[src/rtl/status_flag_reader_pkg.sv]
// Shared definitions for the status flag reader: branch condition codes,
// the default shadow-stack depth and the condition evaluation function.
package status_flag_reader_pkg;

    localparam int DEFAULT_DEPTH = 4;

    typedef enum logic [2:0] {
        COND_ALWAYS = 3'b000,
        COND_C      = 3'b001,
        COND_NC     = 3'b010,
        COND_Z      = 3'b011,
        COND_NZ     = 3'b100,
        COND_A      = 3'b101,
        COND_BE     = 3'b110,
        COND_NEVER  = 3'b111
    } cond_e;

    // COND_A is "above" (carry set, not zero); COND_BE is its complement.
    function automatic logic cond_eval(input logic [2:0] code,
                                       input logic       c,
                                       input logic       z);
        logic r;
        case (code)
            COND_ALWAYS: r = 1'b1;
            COND_C:      r = c;
            COND_NC:     r = ~c;
            COND_Z:      r = z;
            COND_NZ:     r = ~z;
            COND_A:      r = c & ~z;
            COND_BE:     r = ~c | z;
            default:     r = 1'b0;
        endcase
        return r;
    endfunction

endpackage

[src/rtl/status_flag_reader_flag_stack.sv]
// LIFO of {carry, zero} pairs with registered full/empty and a sticky
// misuse flag. The top entry is presented combinationally on dout.
module flag_stack
    import status_flag_reader_pkg::*;
#(
    parameter int DEPTH = DEFAULT_DEPTH,
    parameter int PTR_W = $clog2(DEPTH)
) (
    input  logic       clock,
    input  logic       notReset,
    input  logic       push,
    input  logic       pop,
    input  logic [1:0] din,
    output logic [1:0] dout,
    output logic       pop_ok,
    output logic       full,
    output logic       empty,
    output logic       err
);

    localparam logic [PTR_W:0] ONE       = {{PTR_W{1'b0}}, 1'b1};
    localparam logic [PTR_W:0] COUNT_MAX = (PTR_W + 1)'(DEPTH);

    logic [1:0]     r_mem [DEPTH];
    logic [PTR_W:0] r_count;
    logic           r_full;
    logic           r_empty;
    logic           r_err;

    logic [PTR_W:0] w_count_next;
    logic [PTR_W:0] w_count_m1;
    logic           w_push_ok;
    logic           w_pop_ok;
    logic           w_misuse;

    always_comb begin
        w_push_ok    = push & ~pop & ~r_full;
        w_pop_ok     = pop & ~push & ~r_empty;
        // Simultaneous push/pop is refused outright rather than treated as a swap.
        w_misuse     = (push & pop) | (push & ~pop & r_full) | (pop & ~push & r_empty);
        w_count_m1   = r_count - ONE;
        w_count_next = r_count;
        if (w_push_ok) begin
            w_count_next = r_count + ONE;
        end else if (w_pop_ok) begin
            w_count_next = w_count_m1;
        end
    end

    always_ff @(posedge clock) begin
        if (!notReset) begin
            r_count <= '0;
            r_full  <= 1'b0;
            r_empty <= 1'b1;
            r_err   <= 1'b0;
        end else begin
            r_count <= w_count_next;
            r_full  <= (w_count_next == COUNT_MAX);
            r_empty <= (w_count_next == '0);
            r_err   <= r_err | w_misuse;
        end
    end

    // Storage is deliberately left unreset; only the count defines validity.
    always_ff @(posedge clock) begin
        if (notReset && w_push_ok) begin
            r_mem[r_count[PTR_W-1:0]] <= din;
        end
    end

    assign dout   = r_mem[w_count_m1[PTR_W-1:0]];
    assign pop_ok = w_pop_ok;
    assign full   = r_full;
    assign empty  = r_empty;
    assign err    = r_err;

endmodule

[src/rtl/status_flag_reader.sv]
// Consumer end of the carry/zero status register: registered branch
// condition evaluation plus a flag shadow stack restored via notLoadOut.
module status_flag_reader
    import status_flag_reader_pkg::*;
#(
    parameter int DEPTH = DEFAULT_DEPTH,
    parameter int PTR_W = $clog2(DEPTH)
) (
    input  logic       clock,
    input  logic       notReset,
    input  logic       cIn,
    input  logic       zIn,
    input  logic       condValid,
    input  logic [2:0] cond,
    output logic       resultValid,
    output logic       takeOut,
    input  logic       push,
    input  logic       pop,
    output logic       cOut,
    output logic       zOut,
    output logic       notLoadOut,
    output logic       full,
    output logic       empty,
    output logic       err
);

    logic       r_result_valid;
    logic       r_take;
    logic       r_c_out;
    logic       r_z_out;
    logic       r_not_load;

    logic [1:0] w_top;
    logic       w_pop_ok;

    flag_stack #(
        .DEPTH (DEPTH),
        .PTR_W (PTR_W)
    ) u_stack (
        .clock    (clock),
        .notReset (notReset),
        .push     (push),
        .pop      (pop),
        .din      ({cIn, zIn}),
        .dout     (w_top),
        .pop_ok   (w_pop_ok),
        .full     (full),
        .empty    (empty),
        .err      (err)
    );

    always_ff @(posedge clock) begin
        if (!notReset) begin
            r_result_valid <= 1'b0;
            r_take         <= 1'b0;
            r_c_out        <= 1'b0;
            r_z_out        <= 1'b0;
            r_not_load     <= 1'b1;
        end else begin
            r_result_valid <= condValid;
            if (condValid) begin
                r_take <= cond_eval(cond, cIn, zIn);
            end
            // The status register loads on the edge after this pulse, so
            // evaluation in the pop cycle still sees the pre-restore flags.
            r_not_load <= ~w_pop_ok;
            if (w_pop_ok) begin
                r_c_out <= w_top[1];
                r_z_out <= w_top[0];
            end
        end
    end

    assign resultValid = r_result_valid;
    assign takeOut     = r_take;
    assign cOut        = r_c_out;
    assign zOut        = r_z_out;
    assign notLoadOut  = r_not_load;

endmodule

[config.mk]
export PLATFORM = sky130hd
export DESIGN_NAME = status_flag_reader
export DESIGN_NICKNAME = d
export VERILOG_FILES = /design/src/rtl/status_flag_reader_pkg.sv /design/src/rtl/status_flag_reader_flag_stack.sv /design/src/rtl/status_flag_reader.sv
export SDC_FILE = /design/constraint.sdc
export NUM_CORES = 1
export LEC_CHECK = 0
export CAP_MARGIN = 30
export CORE_AREA = 2 2 48 50
export CTS_CLUSTER_DIAMETER = 40
export CTS_CLUSTER_SIZE = 40
export DETAILED_ROUTE_END_ITERATION = 6
export DIE_AREA = 0 0 50 52
export PLACE_DENSITY_LB_ADDON = 0.12
export SLEW_MARGIN = 20
export SYNTH_ARGS = -nofsm -noshare
export SYNTH_HDL_FRONTEND = slang
export SYNTH_SLANG_ARGS = --single-unit
[constraint.sdc]
create_clock -name clock -period 2.1 [get_ports clock]
set_input_delay 0.21 -clock clock [delete_from_list [all_inputs] [get_ports clock]]
set_output_delay 0.21 -clock clock [all_outputs]
set_load 0.1 [all_outputs]
==> metrics.md <==
| Metric | Value |
|---|---|
| Result of the run | `finished clean` |
| GP Congestion | `~0.8` |
| Area growth from synthesis to layout | `24.9%` |
| Top flip-flop cell by instance count after synthesis | `sky130_fd_sc_hd__dfxtp_1` |
| Fin crit share | `a little over four fifths` |
| Power density relative to cell area | `between 700 and 800 nW/um2` |
| Pin count of the biggest net entering global routing | `11` |
| Top cells by instance count after synthesis | `sky130_fd_sc_hd__dfxtp_1 (11), sky130_fd_sc_hd__edfxtp_1 (8), sky130_fd_sc_hd__nor2_1 (7), sky130_fd_sc_hd__and2_1 (6)` |
| Number of antenna violations at the first check in global routing | `0` |
| Startpoint of the worst-slack reg-to-reg timing path | `u_stack.r_count[1]$_SDFF_PN0_` |
| Post-synthesis register bit count | `19` |
| CTS Hold Buffers Added | `0` |
| Internal reg-to-reg setup slack | `0.35 ns` |
| Number of distinct library cells after synthesis | `32` |
| I/O Pins | `18` |
| Most common cell in the netlist | `sky130_fd_sc_hd__dfxtp_1` |
| YS warnings | `0` |
| Overall die height | `52 um` |
| Clk_lat worst skew | `around 0.29 ns` |
| First-pass detailed-route iteration total | `4` |
| Worst R2R End | `u_stack.empty$_SDFF_PN1_` |
| Worst hold slack after final layout | `around 0.45 ns` |
| Worst relative slew slack | `76.1%` |
| Final slew viol count | `0` |
| HPWL Detailed | `about 1.3 mm` |
| Via count of the first global-routing pass | `roughly 640` |
| IO buf count | `17` |
| Worst setup SP type | `register` |
| Worst IR drop on VDD | `just over 0.4 mV` |
| Dominant combinational cell family by area after synthesis | `simple AND/OR/NAND/NOR gates` |
| Number of design rule violations left after detail routing | `0` |
| Simple logic cell fraction of the synthesized area | `between 20% and 30%` |
| First DRT Iteration DRCs | `10` |
| Mean routed wirelength per cell | `12.4 um` |
| Summed instance area of the synthesized netlist | `896 um2` |
| Setup Total Neg Slack | `0 ns` |
| CORE AREA | `2110 um2` |
| Leak pwr | `about 0.43 nW` |
| Biggest fanout along the worst timing path | `7` |
| Number of hold violations in the final report | `0` |
| Count of antenna-violating nets left after detailed routing | `0` |
| Synth Area in Compound Gates | `between 10% and 20%` |
| Initial Util | `approximately 43%` |
| CTS Buffer Depth | `2` |
| Cts bufs inserted | `3` |
| Mean area per synthesized cell | `about 11 um2` |
| Fraction of the mapped netlist area in adder cells | `under 10%` |
| Worst Path Required | `between 2 and 2.5 ns` |
| Min-Delay Path Class | `register to register` |
| Die ar. | `roughly 2600 um2` |
| TritonCTS clock tree | `yes` |
| Die Span X | `around 50 um` |
| Wire length of the first global-routing pass | `2.72 mm` |
| Number of cells produced by synthesis | `80` |
| Unrepaired setup endpoints after global routing | `false` |
| Worst-path clk slew | `approximately 0.10 ns` |
| Number of gates resized after CTS | `0` |
| Routed WL | `~1.6 mm` |
| Crit end category | `register` |
| Endpoints failing setup | `0` |
| Clock sink count | `19` |
| Clock skew | `0.00363 ns` |
| Start point of the worst hold path | `cOut$_SDFFE_PN0P_` |
| Cell types with the largest area share after synthesis | `sky130_fd_sc_hd__edfxtp_1 (27%), sky130_fd_sc_hd__dfxtp_1 (25%), sky130_fd_sc_hd__ha_1 (5.6%)` |
| Reg2reg path depth | `6` |
| Net Count, Synth | `94` |
| Per-cell via count in the routed design | `around 5` |
| Number of enable-type register cells in the synthesized netlist | `8` |
| Arrival time of data at the critical path endpoint | `1.94 ns` |
| Async SR Flop Fraction | `0%` |
| Cell at the root of the clock tree | `sky130_fd_sc_hd__clkbuf_4` |
| Share of final-layout standard cells stronger than drive strength 1 | `slightly below 20%` |
| Site Rows | `17` |
| Multiplexer share of the synthesized area | `under 10%` |
| Parity-gate share of the synthesized area counting xor and xnor cells | `under 10%` |
| Final #Nets | `roughly 120` |
| Hold path depth | `2` |
| MaxCap Viol Count | `0` |
| Min Clock Period, post-route | `~1.8 ns` |
| Total grt overflow | `0` |
| Maximum achievable frequency | `about 570 MHz` |
| Antenna cell count | `0` |
| Most area-hungry cell type in the Yosys netlist | `sky130_fd_sc_hd__edfxtp_1` |
| Slew at the pin closest to its max-slew limit | `roughly 0.36 ns` |
| Filler cell count | `between 200 and 250` |
| Area share of the largest cell type after synthesis | `around 27%` |
| H-tree levels | `1` |
| Setup bufs post-CTS | `0` |
| Total via count in the routed design | `approximately 650` |
| Category of the critical setup timing path | `register to register` |
| Capture endpoint of the worst hold path | `cOut$_SDFFE_PN0P_` |
| Share of synthesized area occupied by flip-flops and latches | `slightly above 50%` |
| Global-route usage over all layers | `between 10% and 20%` |
==> cell families after synthesis <==
family / Yosys count
AND/OR/NAND/NOR: 31
flip-flops: 19
AO/OA/AOI/OAI: 16
buffers and inverters: 5
adder cells (fa/ha/maj): 4
multiplexers: 3
XOR/XNOR: 2
==> state kept, by name, indices dropped and copies added, names as in the netlist <==
register         flops
u_stack.r_mem        8
notLoadOut           1
cOut                 1
u_stack.err          1
takeOut              1
zOut                 1
resultValid          1
u_stack.empty        1
u_stack.full         1
u_stack.r_count      3
==> critical path, stage by stage (launching register included) <==
cell and delay, ns:
sky130_fd_sc_hd__dfxtp_1 0.45, sky130_fd_sc_hd__inv_1 0.12, sky130_fd_sc_hd__ha_1 0.38, sky130_fd_sc_hd__and4b_1 0.24, sky130_fd_sc_hd__a211oi_1 0.22, sky130_fd_sc_hd__a31o_2 0.17, sky130_fd_sc_hd__o21ai_1 0.06
==> stage by stage <==
| stage | instances | utilization (%) | worst slack [ns] | total power, mW | area [um2] |
|---|---|---|---|---|---|
| floorplan | 80 | - | 0.268 | 0.584 | 896 |
| global placement | 126 | 51.9 | 0.365 | 0.649 | 1090 |
| detailed placement | 126 | 51.9 | 0.368 | 0.651 | 1090 |
| CTS | 130 | 53.1 | 0.359 | 0.831 | 1120 |
| global route | 130 | 53.1 | 0.294 | 0.862 | 1120 |
| finish | 130 | 53.1 | 0.350 | 0.819 | 1120 |
==> report_power, final <==
group	total (mW)	switching (mW)	leakage [nW]	internal, mW
registers	0.416	0.0135	0.162	0.403
logic	0.224	0.142	0.252	0.0820
clock network	0.179	0.105	0.0150	0.0739
total	0.819	0.261	0.430	0.559
==> layout by cell type (no fill, tap or decap), drive strengths merged, types with 3 or more instances in the layout <==
cell           count
ha                 4
edfxtp             8
clkbuf             4
inv                3
buf               11
o21ai              7
and2               6
nand2              4
nor2               8
clkdlybuf4s50      9
dfxtp             11
a21oi              3
nor3b              3
==> routing by layer <==
layer,share of wire (%),wire length (um),GRT usage [%],vias to the layer above
met5,0,0,0,-
li1,-,-,-,331
met2,47,762,25.2,16
met1,46,745,16.0,300
met3,5.3,85,6.32,2
met4,0.87,14,4.17,0
==> how the worst max path moves through the flow <==
stage,cells past startpoint,slack (ns),startpoint,end
2_1_floorplan,4,0.27,u_stack.empty$_SDFF_PN1_,u_stack.full$_SDFF_PN0_
3_3_place_gp,5,0.37,push,u_stack.full$_SDFF_PN0_
3_5_place_dp,5,0.37,push,u_stack.full$_SDFF_PN0_
4_1_cts,6,0.36,u_stack.r_count[1]$_SDFF_PN0_,u_stack.empty$_SDFF_PN1_
5_1_grt,6,0.29,u_stack.r_count[1]$_SDFF_PN0_,u_stack.empty$_SDFF_PN1_
6_report,6,0.35,u_stack.r_count[1]$_SDFF_PN0_,u_stack.empty$_SDFF_PN1_
==> area by class of cell <==
type / count / area, um2 / area share [%]
sequential: 19 / 460 / 41.2
timing repair buffer: 20 / 173 / 15.4
inverter: 3 / 11.3 / 1.01
multi-input combinational: 56 / 413 / 36.9
tap: 28 / 35.0 / 3.13
clock buffer: 4 / 26.3 / 2.35
Power figures use the tool's default switching activity.
